### src/rtl/if_pkg.sv
// Shared types and constants for the instruction-fetch stage.
//   if_state_e : fetch FSM states (request outstanding, word held, squashed fetch pending)
//   OP_J/OP_JAL: primary opcodes recognised by the optional jump predecoder
//   INSTR_W    : instruction word width
//   PC_INC     : sequential PC step in bytes
package if_pkg;

  typedef enum logic [1:0] {
    StReq,
    StHold,
    StDiscard
  } if_state_e;

  localparam int unsigned INSTR_W = 32;
  localparam int unsigned PC_INC  = 4;

  localparam logic [5:0] OP_J   = 6'b000010;
  localparam logic [5:0] OP_JAL = 6'b000011;

  function automatic logic is_jump(input logic [5:0] opcode);
    return (opcode == OP_J) || (opcode == OP_JAL);
  endfunction

endpackage

### src/rtl/if_pc_reg.sv
// Program-counter register for the fetch stage.
// Ports:
//   clk_i, rst_ni   : clock, asynchronous active-low reset (loads RESET_PC)
//   advance_i       : step to the next fetch address (sequential or predecoded jump)
//   jump_i          : with advance_i, take jump_pc_i instead of pc+4
//   jump_pc_i       : predecoded jump target
//   redirect_i      : external redirect, highest priority
//   redirect_pc_i   : redirect target, word-aligned on load
//   pc_o            : current PC
//   pc_inc_o        : pc_o + 4, modulo 2^AW
module if_pc_reg
  import if_pkg::*;
#(
  parameter int unsigned   AW       = 32,
  parameter logic [AW-1:0] RESET_PC = '0
) (
  input  logic          clk_i,
  input  logic          rst_ni,
  input  logic          advance_i,
  input  logic          jump_i,
  input  logic [AW-1:0] jump_pc_i,
  input  logic          redirect_i,
  input  logic [AW-1:0] redirect_pc_i,
  output logic [AW-1:0] pc_o,
  output logic [AW-1:0] pc_inc_o
);

  logic [AW-1:0] pc_d, pc_q;

  assign pc_inc_o = pc_q + AW'(PC_INC);
  assign pc_o     = pc_q;

  always_comb begin
    pc_d = pc_q;
    if (redirect_i) begin
      pc_d = redirect_pc_i & ~AW'(3);
    end else if (advance_i) begin
      pc_d = jump_i ? jump_pc_i : pc_inc_o;
    end
  end

  always_ff @(posedge clk_i or negedge rst_ni) begin
    if (!rst_ni) begin
      pc_q <= RESET_PC;
    end else begin
      pc_q <= pc_d;
    end
  end

endmodule

### src/rtl/if_fetch_unit.sv
// Instruction-fetch stage controller: owns the PC, runs the req/ack handshake with
// instruction memory and feeds the IF/ID pipeline register.
// Ports:
//   reloj, resetn        : clock, asynchronous active-low reset
//   stall_if             : hazard stall, IF/ID holds its contents
//   redirect, redirect_pc: branch/jump taken in ID, flush and refetch at redirect_pc
//   imem_req, imem_addr  : fetch request/address, held stable until imem_ack
//   imem_ack, imem_rdata : memory response
//   PC_4, DO             : PC+4 and instruction word offered to IF/ID
//   enableIF, resetIF    : IF/ID load enable and synchronous clear
// Build option: IF_PREDECODE_JUMP_EN redirects the PC to J/JAL targets at handoff.
module if_fetch_unit
  import if_pkg::*;
#(
  parameter int unsigned   AW       = 32,
  parameter logic [AW-1:0] RESET_PC = '0
) (
  input  logic               reloj,
  input  logic               resetn,
  input  logic               stall_if,
  input  logic               redirect,
  input  logic [AW-1:0]      redirect_pc,
  output logic               imem_req,
  output logic [AW-1:0]      imem_addr,
  input  logic               imem_ack,
  input  logic [INSTR_W-1:0] imem_rdata,
  output logic [AW-1:0]      PC_4,
  output logic [INSTR_W-1:0] DO,
  output logic               enableIF,
  output logic               resetIF
);

  if_state_e          state_d, state_q;
  logic [AW-1:0]      old_addr_d, old_addr_q;
  logic [AW-1:0]      pc4_q;
  logic [INSTR_W-1:0] do_q;
  logic [AW-1:0]      pc, pc_inc, jump_pc;
  logic               load_buf, handoff, jump;

`ifdef IF_PREDECODE_JUMP_EN
  assign jump    = is_jump(do_q[31:26]);
  assign jump_pc = {pc4_q[AW-1:28], do_q[25:0], 2'b00};
`else
  assign jump    = 1'b0;
  assign jump_pc = '0;
`endif

  if_pc_reg #(
    .AW       (AW),
    .RESET_PC (RESET_PC)
  ) u_pc_reg (
    .clk_i         (reloj),
    .rst_ni        (resetn),
    .advance_i     (handoff),
    .jump_i        (jump),
    .jump_pc_i     (jump_pc),
    .redirect_i    (redirect),
    .redirect_pc_i (redirect_pc),
    .pc_o          (pc),
    .pc_inc_o      (pc_inc)
  );

  always_comb begin
    state_d    = state_q;
    old_addr_d = old_addr_q;
    load_buf   = 1'b0;
    handoff    = 1'b0;
    unique case (state_q)
      StReq: begin
        if (redirect) begin
          // An unacked request must still complete at its old address; remember it.
          if (!imem_ack) begin
            state_d    = StDiscard;
            old_addr_d = pc;
          end
        end else if (imem_ack) begin
          load_buf = 1'b1;
          state_d  = StHold;
        end
      end
      StHold: begin
        if (redirect) begin
          state_d = StReq;
        end else if (!stall_if) begin
          handoff = 1'b1;
          state_d = StReq;
        end
      end
      StDiscard: begin
        if (imem_ack) state_d = StReq;
      end
      default: state_d = StReq;
    endcase
  end

  assign imem_req  = resetn && (state_q != StHold);
  assign imem_addr = (state_q == StDiscard) ? old_addr_q : pc;
  assign PC_4      = pc4_q;
  assign DO        = do_q;
  assign enableIF  = handoff;
  // Bubble whenever ID is free to advance but nothing valid is handed over.
  assign resetIF   = !resetn || redirect || (!stall_if && !handoff);

  always_ff @(posedge reloj or negedge resetn) begin
    if (!resetn) begin
      state_q    <= StReq;
      old_addr_q <= '0;
      pc4_q      <= '0;
      do_q       <= '0;
    end else begin
      state_q    <= state_d;
      old_addr_q <= old_addr_d;
      if (load_buf) begin
        pc4_q <= pc_inc;
        do_q  <= imem_rdata;
      end
    end
  end

endmodule
### config.mk
export PLATFORM = sky130hd
export DESIGN_NAME = if_fetch_unit
export DESIGN_NICKNAME = d
export VERILOG_FILES = /design/src/rtl/if_pkg.sv /design/src/rtl/if_pc_reg.sv /design/src/rtl/if_fetch_unit.sv
export SDC_FILE = /design/constraint.sdc
export NUM_CORES = 1
export LEC_CHECK = 0
export CAP_MARGIN = 20
export CORE_ASPECT_RATIO = 1.1
export CORE_MARGIN = 3
export CORE_UTILIZATION = 38
export DETAILED_ROUTE_END_ITERATION = 8
export GPL_TIMING_DRIVEN = 0
export SETUP_SLACK_MARGIN = 0.4
export SLEW_MARGIN = 20
export SYNTH_ARGS = -nofsm -noshare
export SYNTH_HDL_FRONTEND = slang
export SYNTH_HIERARCHICAL = 1
export SYNTH_SLANG_ARGS = --single-unit
### constraint.sdc
create_clock -name reloj -period 4.1 [get_ports reloj]
set_input_delay 0.82 -clock reloj [delete_from_list [all_inputs] [get_ports reloj]]
set_output_delay 0.82 -clock reloj [all_outputs]
set_load 0.02 [all_outputs]
# Word level (Yosys, flattened, before mapping)
# Index checks and enable logic that the tools add are counted.
[classes]
addsub = 1
mul = 0
div_mod_pow = 0
magnitude_cmp = 0
n_eq_ne = 7
n_shift = 0
n_mux = 16
n_bitwise = 1
reduce_logical = 11
[ops]
columns = ["cell", "n"]
rows = [
  ["$mux W32", 3],
  ["$add A32 B3 Y32 const B", 1],
  ["$mux W2", 6],
  ["$ne A3 B3 Y1 const B", 3],
  ["$mux W1", 6],
  ["$pmux W2 S3", 1],
  ["$reduce_and A4 Y1", 1],
  ["$logic_not A1 Y1", 3],
  ["$reduce_and A3 Y1", 1],
  ["$eq A2 B1 Y1 const B", 1],
  ["$eq A2 B2 Y1 const B", 1],
  ["$logic_and A1 B1 Y1", 2],
  ["$logic_not A2 Y1", 1],
  ["$logic_or A1 B1 Y1", 2],
  ["$ne A2 B1 Y1 const B", 1],
  ["$ne A2 B2 Y1 const B", 1],
  ["$reduce_bool A2 Y1", 1],
  ["$not A1 Y1", 1],
]
[totals]
ff_bits = 130
latch_bits = 0
ram_bits = 0
romBits = 0
in_bits = 69
output_inout_bits = 99
elab_cells = 41
memories = 0

# Longest topological paths before layout
# Gate-level depths: netlist of run 1.
[depth]
word_depth = 6
mapped_depth = 8
depth_no_buf = 6

# Cells and area by module
# Netlist of run 1, hierarchy kept.
[by_module_without_submodules]
columns = ["module", "n_inst", "cells_each", "area_each_um2", "seq_area_each_um2"]
rows = [
  ["if_fetch_unit", 1, 254, 4420.5, 2452.4],
  ["if_pc_reg", 1, 376, 2995.4, 800.8],
]

# Worst setup path before layout of run 1
# No wires, ideal clock.
[synth_timing]
kind = "input to register"
startpoint = "input port redirect"
endpoint = "register u_pc_reg.pc_q[22] (netlist: u_pc_reg/pc_o[22])"
setup_time_ns = 0.094
arrival_ns = 2.575
required_ns = 4.006
setup_slack_ns = 1.431
path_stages = 7
path_buffers = 2
cell_sequence = "nor3_1 clkbuf_1 inv_1 nand2_1 dlygate4sd1_1 o22ai_1 a211oi_1"
[synth_between]
elab_chain_cells = 3
elab_cells_between_ends = 4
cone_classes = "mux (3); reduce/logical (1)"
[synth_lines]
columns = ["element", "line_no", "source"]
rows = [
  ["from (decl)", "if_fetch_unit.sv:21", "input logic redirect,"],
  ["$mux W1", "if_fetch_unit.sv:82", "if (redirect) begin"],
  ["$mux W1", "if_fetch_unit.sv:68", "unique case (state_q)"],
  ["$reduce_bool A2 Y1 (no line)", "-", ""],
  ["to (signal assigned)", "if_pc_reg.sv:46", "pc_q <= pc_d;"],
  ["to (decl)", "if_pc_reg.sv:28", "logic [AW-1:0] pc_d, pc_q;"],
]
# Several ways; a longest one is shown, not always the timed one.
# A chain may end at the register's enable or synchronous reset.

# Worst setup path in the final report of run 1
[layout_timing]
startpoint = "input port resetn"
endpoint = "output port resetIF"
[layout_between]
elab_chain_cells = 3
[layout_lines]
columns = ["element", "line_no", "source"]
rows = [
  ["from (decl)", "if_fetch_unit.sv:19", "input logic resetn,"],
  ["$logic_not A1 Y1 (no line)", "-", ""],
  ["$logic_or A1 B1 Y1 (2 in series)", "if_fetch_unit.sv:102", "assign resetIF = !resetn || redirect || (!stall_if && !handoff);"],
  ["to (decl)", "if_fetch_unit.sv:30", "output logic resetIF"],
]
# Every way passes these cells.

==> flow_summary.yaml, run 1 <==
synth:
  synth.top_cells.by_area: "dfrtp_1 44%, mux2_4 12%, mux2_2 9.7%"
  post_synth_fa_ha_maj_area_fraction_pct: 0.169
  synth-edff-count: 0
  yosysMostFrequentCell: "dfrtp_1"
  cell_area_after_synthesis_um2: 7420
  synth_compound_area_share_pct: 9.99
  synth_ff_type: "dfrtp_1"
  yosysWarnings: 6
  synth_top_cell_area_share_pct: 43.9
  post-synth-top-area-cell: "dfrtp_1"
  async_reset_ff_share_pct: 100
  ys_seq_area_share_pct: 43.9
  synth_top_cells_by_count: "130 x dfrtp_1, 64 x mux2_2, 60 x mux2_4"
  synth_top_family_by_area: "multiplexers"
  post_synthesis_share_of_cell_area_spent_on_and_or_nand_and_nor_gates_pct: 14.3
  synth.area.mux_share_pct: 22.7
  syn-mean-instance-area_um2: 11.8
  synth_cell_types: 63
  syn_inst: 630
  synth_seq_cells: 130
  synth_xor_xnor_area_share_pct: 3.19
timing:
  clock-skew-final_ns: 0.00721
  setup-violations-final: 0
  final_hold_viol_count: 0
  max_slew_margin_pct: 46.8
  setup-tns-final_ns: 0
  tcrit_tclk_final_pct: 81.3
  slew_viol_final: 0
  rsz0062_at_grt: "no"
  worst_slew_pin_slew_ns: 0.791
  achievable-frequency_ghz: 0.300
  post-route-min-period_ns: 3.33
  finalWorstSetupSlack_ns: 0.769
floorplan:
  initial_core_util_pct: 39.4
  rows: 52
  core_um2: 18800
  die-width_um: 139
  die_y_um: 153
  top_level_ports: 168
  die-area_um2: 21200
detailed_routing:
  drt-total-wl_mm: 20.5
  avgRoutedWirePerCell_um: 18.6
  drtAntennaViolNets: 0
  vias_per_cell: 5.18
  route.vias.total: 5716
  drc: 0
  initialDrtViolationCount: 557
  drt-pass1-iter-count: 5
finish:
  stdcell_count: 1103
  post_route_cells_drive_above_1_share_pct: 24.8
  antenna_cells: 0
  area_growth_syn_to_layout_pct: 36.9
  fin_util_pct: 54.0
  final_nets: 917
worst_setup_path:
  worstSetupStartpointType: "input pin"
  critPathMaxFanout: 71
  cp_slowest_stage_delay_ns: 0.55
  worstSetupPathType: "input pin to primary output"
  crit_required_ns: 3.28
  timing.critical_path.slowest_stage_cell: "clkdlybuf4s50_1"
  worstPathArrival_ns: 2.51
  crit_path_end_kind: "primary output"
  cp_cell_sequence: "buf_8 > buf_16 > inv_1 > a211o_1 > clkdlybuf4s50_1"
global_route:
  total_global_routing_track_utilization_pct: 19.3
  number_of_antenna_violations_at_the_first_check_in_global_routing: 0
  maximum_number_of_pins_on_one_net_before_global_route_repair: 72
  first_global_vias: 5896
  total_congestion_overflow: 0
  grt_pass1_wl_mm: 32.8
placement:
  dpl.cell_count: 1071
  dp_slack_ns: 0.441
  dp.final_hpwl_mm: 14.9
  gp_congestion: 0.902
  place.port_buffers: 165
hold_path:
  hp-class: "input pin to async pin"
clock_tree:
  postCtsResizedCells: 0
  clock_sinks: 130
  max-clock-path-buffers: 2
  h-tree-depth: 4
  cts_tree: "yes"
  setup_buffers_after_cts: 0
  clk_pin_slew_ns: 0.06
  cts_hold_repair.buffers: 0
  numCtsBuffers: 17
  clock_tree.root_cell: "clkbuf_16"
  clk_latency_ns: 0.42
power_and_ir_drop:
  power.density_cell_area_nw_per_um2: 506
  power_leakage_nw: 4.13
  p_total_mw: 5.14
  ir_drop_v: 0.000299
run:
  max_cap_viol: 0
outcome:
  run_status: "completed"
layout make-up:
| type | instances | area (um2) |
|---|---|---|
| multi-input combinational | 474 | 3860 |
| sequential | 130 | 3250 |
| inverter | 11 | 41.3 |
| tap | 243 | 304 |
| clock buffer | 17 | 425 |
| buffer | 47 | 384 |
| timing repair buffer | 166 | 1680 |
| fill | 1605 | 8650 |
| clock inverter | 15 | 206 |
per-stage QoR:
stage               instance area [um2]  hold slack [ns]
floorplan                          7540            0.452
global route                      10200            0.356
finish                            10200            0.334
detailed placement                 9520            0.475
global placement                   9490            0.464
CTS                               10200            0.342
state kept, by name, summed over array words and instances, names as in the netlist:
signal and count:
DO 32, PC_4 32, state_q 2, u_pc_reg/pc_o 32, old_addr_q 32
critical path: cells and delay by family:
kind / cells / cell delay (ns)
compound gates: 1 / 0.28
buf+inv: 4 / 1.34
where the power goes:
group          switching [mW]  leakage (nW)  total [mW]  internal (mW)
combinational           0.747          2.31        1.70          0.949
sequential              0.226          1.52        1.82           1.59
clock                   0.600         0.304        1.62           1.02
total                    1.57          4.13        5.14           3.56
cells in the final DEF, fill, tap and decap left out, types with 7 or more instances in the layout:
cell	Yosys	layout
clkdlybuf4s50_1	0	164
dfrtp_1	130	130
mux2_2	64	64
mux2_4	60	60
nand2_1	49	49
nor2b_1	35	35
conb_1	1	33
clkbuf_16	0	17
a31oi_1	17	17
clkbuf_1	16	16
xnor2_1	16	16
a21oi_1	16	16
o22ai_1	15	15
nand3_1	13	13
a211oi_1	13	13
nor2_1	12	12
inv_1	11	11
xor2_1	11	11
nor3_1	10	10
and3_1	10	10
a31o_2	10	10
a2bb2oi_1	10	10
nand4_1	8	8
a311oi_1	8	8
o21ai_0	8	8
buf_6	7	7
logic make-up after synthesis:
family,after synthesis
flip-flops,130
AO/OA/AOI/OAI,106
AND/OR/NAND/NOR,177
adder cells (fa/ha/maj),1
buffers and inverters,58
other,1
XOR/XNOR,27
multiplexers,130
worst paths after layout:
| kind | start | end | slack, ns | depth (start not counted) |
|---|---|---|---|---|
| max in group asynchronous | resetn | DO[24]$_DFFE_PN0P_ | 3.07 | 2 |
| setup reg to reg | state_q[0]$_DFFE_PN0P_ | u_pc_reg/pc_o[19]$_DFFE_PN0P_ | 1.12 | 8 |
| hold / removal | resetn | u_pc_reg/pc_o[29]$_DFFE_PN0P_ | 0.33 | 1 |
| min in group reloj | old_addr_q[11]$_DFFE_PN0P_ | old_addr_q[11]$_DFFE_PN0P_ | 0.48 | 1 |
| hold reg to reg | old_addr_q[11]$_DFFE_PN0P_ | old_addr_q[11]$_DFFE_PN0P_ | 0.48 | 1 |
| setup / recovery | resetn | resetIF | 0.77 | 5 |
per-layer routing:
layer	wire, um	GRT usage, %	up-vias
met5	0	0	-
met4	359	7.08	0
met3	826	3.11	24
met2	10500	32.4	177
met1	8850	25.3	2814
li1	-	-	2701
(Power assumes the default switching activity.)
==> run 2, diff against run 1 <==
Clock period 4.1 ns to 3.4 ns, I/O delays scaled along.
==> run 2 against run 1 <==
  * Combinational power grew 18%
  * Largest power group unchanged
  * Power grew 20%
  * Critical path depth shrank 2
  * Sequential share of layout area is essentially flat
  * Cell count is essentially flat
  * Via count grew 0.56%
  * First-iteration DRC count shrank 18%
  * Core utilization grew 0.10 points
  * Clock skew is essentially flat
  * Sequential cell count is the same
==> flow_summary.yaml, run 2 (synthesis results as in run 1) <==
outcome:
  run_status: "completed"
timing:
  final_hold_viol_count: 0
  tcrit_tclk_final_pct: 84.8
  setup-tns-final_ns: 0
  slew_viol_final: 0
  achievable-frequency_ghz: 0.347
  finalWorstSetupSlack_ns: 0.516
  worst_slew_pin_slew_ns: 0.828
  max_slew_margin_pct: 44.3
  setup-violations-final: 0
  rsz0062_at_grt: "no"
  clock-skew-final_ns: 0.00760
  post-route-min-period_ns: 2.88
detailed_routing:
  avgRoutedWirePerCell_um: 18.8
  drt-pass1-iter-count: 5
  route.met2.wl_mm: 10.5
  route.vias.total: 5748
  met3_length_um: 928
  vias_per_cell: 5.21
  drc: 0
  drt-met1-wl_mm: 8.88
  drt-total-wl_mm: 20.7
  initialDrtViolationCount: 454
  top_layer_used: "met4"
  drtAntennaViolNets: 0
finish:
  mostFrequentLayoutCell: "clkdlybuf4s50_1"
  area_occupied_by_multi_input_gates_um2: 3860
  post_route_cells_drive_above_1_share_pct: 25.4
  fillerInstances: 1611
  final_nets: 918
  area_growth_syn_to_layout_pct: 37.2
  seqCellArea_um2: 3250
  antenna_cells: 0
  stdcell_count: 1104
  mostFrequentLayoutCells: "134 x clkdlybuf4s50_1, 129 x dfrtp_1, 64 x mux2_2"
clock_tree:
  clock_sinks: 130
  h-tree-depth: 4
  clk_latency_ns: 0.42
  clk_pin_slew_ns: 0.06
  numCtsBuffers: 17
  clock_tree.root_cell: "clkbuf_16"
  setup_buffers_after_cts: 0
  cts_tree: "yes"
  max-clock-path-buffers: 2
global_route:
  total_congestion_overflow: 0
  first_global_vias: 5928
  grt_pass1_wl_mm: 33.0
  number_of_antenna_violations_at_the_first_check_in_global_routing: 0
  total_global_routing_track_utilization_pct: 19.5
  maximum_number_of_pins_on_one_net_before_global_route_repair: 64
floorplan:
  core_um2: 18800
  top_level_ports: 168
  die_y_um: 153
  die-area_um2: 21200
  initial_core_util_pct: 39.4
  die-width_um: 139
  rows: 52
power_and_ir_drop:
  power.density_cell_area_nw_per_um2: 605
  ir_drop_v: 0.000358
  power_leakage_nw: 4.19
placement:
  place.port_buffers: 165
  dp.final_hpwl_mm: 14.9
  dpl.cell_count: 1071
  dp_slack_ns: -0.119
  gp_congestion: 0.902
worst_setup_path:
  cp-endpoint: "enableIF"
  critPathMaxFanout: 9
  r2r-end: "PC_4[18]$_DFFE_PN0P_"
  worstRegToRegCells: 7
  worstPathArrival_ns: 2.20
  worst-r2r-setup-slack_ns: 0.73
  crit_required_ns: 2.72
  reg2reg_from: "u_pc_reg/pc_o[2]$_DFFE_PN0P_"
  crit_path_end_kind: "primary output"
  cp_slowest_stage_delay_ns: 0.66
  cp_cell_sequence: "clkdlybuf4s50_1 > nor3_2 > clkdlybuf4s50_1"
  worstSetupPathType: "input pin to primary output"
  timing.critical_path.slowest_stage_cell: "clkdlybuf4s50_1"
  crit_top_cell: "clkdlybuf4s50_1"
  worstSetupStartpointType: "input pin"
  cp-startpoint: "redirect"
hold_path:
  hp-class: "input pin to async pin"
run:
  max_cap_viol: 0
==> run 2: cell count changes in the layout (fill, tap and decap cells not counted), sizes merged <==
cell | before | now
bufbuf | 0 | 1
clkdlybuf4s15 | 0 | 1
clkdlybuf4s50 | 164 | 134
dlygate4sd1 | 1 | 0
dlygate4sd2 | 0 | 30
==> run 2: where the power goes <==
| group | leakage (nW) | internal, mW | total [mW] | switching [mW] |
|---|---|---|---|---|
| combinational | 2.38 | 1.10 | 2.00 | 0.902 |
| clock | 0.304 | 1.23 | 1.96 | 0.724 |
| sequential | 1.52 | 1.92 | 2.19 | 0.272 |
==> run 2: repair_timing <==
| action | in CTS | in global routing |
|---|---|---|
| cloned | 1 | 0 |
| pin swaps | 0 | 0 |
| resized for setup | 35 | 4 |
| hold buffers | 0 | 0 |
| endpoints found under the setup margin | 38 | 20 |
==> run 2: routing by layer <==
layer / vias up / track usage [%]
li1: 2704 / -
met1: 2818 / 25.3
met2: 198 / 32.9
met3: 28 / 3.17
met4: 0 / 7.13
met5: - / 0
==> run 2: layout make-up <==
class,count,share of cell area (%)
multi-input cells,474,38.0
flip-flops and latches,130,32.0
repair buffers,167,16.6
clock buffers,17,4.18
plain buffers,47,3.87
well taps,243,2.99
clock inverters,15,2.03
inverters,11,0.406
==> run 2: through the flow <==
stage          hold WS (ns)  instance area, um2  total power, mW  utilization, %
6_report              0.145               10200             6.15            54.1
5_1_grt               0.156               10200             6.45            54.1
4_1_cts               0.150               10200             6.22            54.1
3_5_place_dp          0.475                9520             4.27            50.7
3_3_place_gp          0.464                9490             4.22            50.5
2_1_floorplan         0.384                7540             3.36               -
==> run 2: how the worst min path moves through the flow <==
stage | end | slack (ns) | cells after the start
after global placement | old_addr_q[10]$_DFFE_PN0P_ | 0.46 | 1
after CTS | old_addr_q[22]$_DFFE_PN0P_ | 0.15 | 1
after floorplan | DO[0]$_DFFE_PN0P_ | 0.38 | 0
after global routing | old_addr_q[21]$_DFFE_PN0P_ | 0.16 | 1
after detailed placement | old_addr_q[11]$_DFFE_PN0P_ | 0.47 | 1
final | u_pc_reg/pc_o[29]$_DFFE_PN0P_ | 0.14 | 1
==> run 2: worst max-delay path: cells and delay by family <==
family | cells | cell delay (ns)
buffers and inverters | 2 | 1.24
AND/OR/NAND/NOR | 1 | 0.28
==> run 3, diff against run 2 <==
Settings changed: PLACE_DENSITY from default to 0.66.
Clock period 3.4 ns to 2.61 ns, I/O delays scaled along.
==> run 3 against run 2 <==
  * Clock skew is 0.0020 ns higher
  * First-iteration DRC count is 12% lower
  * Global-route usage is 0.11 points lower
  * Highest routed layer unchanged
  * Combinational power is 44% higher
==> flow_summary.yaml, run 3 (synthesis results as in run 1) <==
global_route:
  first_global_vias: 5831
  grt_pass1_wl_mm: 32.8
  number_of_antenna_violations_at_the_first_check_in_global_routing: 0
  total_congestion_overflow: 0
  total_global_routing_track_utilization_pct: 19.4
  maximum_number_of_pins_on_one_net_before_global_route_repair: 55
worst_setup_path:
  crit_required_ns: 2.09
  worstSetupStartpointType: "flop"
  cp_slowest_stage_delay_ns: 0.43
  reg2reg_from: "u_pc_reg/pc_o[3]$_DFFE_PN0P_"
  r2r-end: "PC_4[18]$_DFFE_PN0P_"
  worstSetupPathType: "flop to primary output"
  crit_path_end_kind: "primary output"
  critPathMaxFanout: 7
  timing.critical_path.slowest_stage_cell: "dfrtp_2"
  worstRegToRegCells: 8
  worstPathArrival_ns: 1.78
  cp_cell_sequence: "nor2b_4 > buf_12 > clkbuf_16 > mux2_2 > buf_6"
  worst-r2r-setup-slack_ns: 0.45
timing:
  tcrit_tclk_final_pct: 88.2
  post-route-min-period_ns: 2.30
  setup-violations-final: 0
  clock-skew-final_ns: 0.00963
  slew_viol_final: 0
  achievable-frequency_ghz: 0.434
  final.hold.worst_slack_ns: 0.0680
  final_hold_viol_count: 0
  worst_slew_pin_slew_ns: 0.586
  finalWorstSetupSlack_ns: 0.308
  max_slew_margin_pct: 60.6
  rsz0062_at_grt: "yes"
finish:
  final_nets: 937
  post_route_cells_drive_above_1_share_pct: 34.0
  stdcell_count: 1122
  area_growth_syn_to_layout_pct: 44.8
  mostFrequentLayoutCell: "clkdlybuf4s50_1"
  mostFrequentLayoutCells: "128 x clkdlybuf4s50_1, 121 x dfrtp_1, 87 x mux2_4"
  antenna_cells: 0
detailed_routing:
  avgRoutedWirePerCell_um: 18.5
  route.vias.total: 5813
  drt-total-wl_mm: 20.8
  initialDrtViolationCount: 400
  drc: 0
  drt-pass1-iter-count: 5
  vias_per_cell: 5.18
  drtAntennaViolNets: 0
placement:
  dpl.cell_count: 1071
  place.port_buffers: 165
  dp_slack_ns: -0.595
  gp_congestion: 0.860
  dp.final_hpwl_mm: 14.1
floorplan:
  die_y_um: 153
  core_um2: 18800
  rows: 52
  die-area_um2: 21200
  die-width_um: 139
  top_level_ports: 168
  initial_core_util_pct: 39.4
clock_tree:
  clk_pin_slew_ns: 0.06
  max-clock-path-buffers: 2
  numCtsBuffers: 17
  clock_sinks: 130
  clk_latency_ns: 0.42
  cts_tree: "yes"
  h-tree-depth: 4
  clock_tree.root_cell: "clkbuf_16"
power_and_ir_drop:
  power.density_cell_area_nw_per_um2: 760
  power_leakage_nw: 4.51
  ir_drop_v: 0.000471
  p_total_mw: 8.17
outcome:
  run_status: "completed"
run:
  max_cap_viol: 0
hold_path:
  hp-class: "input pin to async pin"
run 3: report_power, final:
part	leakage, nW	switching [mW]	internal, mW	total, mW
clock	0.281	0.932	1.52	2.45
sequential	1.51	0.338	2.50	2.84
combinational	2.72	1.24	1.63	2.87
run 3: what timing repair did:
action                                 in CTS  in global routing
pin swaps                                   0                  7
setup endpoints to repair                  74                 68
setup buffers                               9                  5
cloned                                      1                  3
hold buffers                                2                  0
endpoints found under the hold margin      10                  0
gates resized for setup                   185                123
run 3: worst max-delay path: cells and delay by family, from the launching register on:
kind / cells / cell delay [ns]
buffers and inverters: 3 / 0.47
flip-flops: 1 / 0.43
multiplexers: 1 / 0.34
AND/OR/NAND/NOR: 1 / 0.13
run 3: through the flow:
step	util, %	TNS (ns)	cell area (um2)
final	57.1	0	10700
after detailed placement	50.7	-10.26	9540
after floorplan	-	0	7550
after global placement	50.6	-609.52	9510
after global routing	57.1	0	10700
after CTS	54.6	0	10300
run 3: layout make-up:
class	count	area, um2
clock buffer	18	439
inverter	11	45.0
clock inverter	13	160
timing repair buffer	186	1990
sequential	130	3260
fill	1590	8060
tap	243	304
buffer	47	463
multi-input combinational	474	4080
run 3: worst max-delay path by stage:
stage	slack [ns]	from	to	depth (start not counted)
detailed placement	-0.59	redirect	u_pc_reg/pc_o[17]$_DFFE_PN0P_	7
floorplan	0.41	state_q[0]$_DFFE_PN0P_	u_pc_reg/pc_o[22]$_DFFE_PN0P_	8
CTS	0.27	state_q[0]$_DFFE_PN0P_	imem_addr[4]	5
global placement	-4.66	resetn	imem_req	3
finish	0.31	state_q[0]$_DFFE_PN0P_	imem_addr[5]	5
global route	0.25	state_q[0]$_DFFE_PN0P_	imem_addr[9]	5
run 3: metal layers:
metal / global-route usage [%] / share of wire, % / vias to the layer above
met5: 0 / 0 / -
met4: 5.87 / 2.2 / 0
met3: 3.52 / 4.7 / 25
met2: 30.7 / 48 / 194
met1: 27.1 / 45 / 2837
li1: - / - / 2757
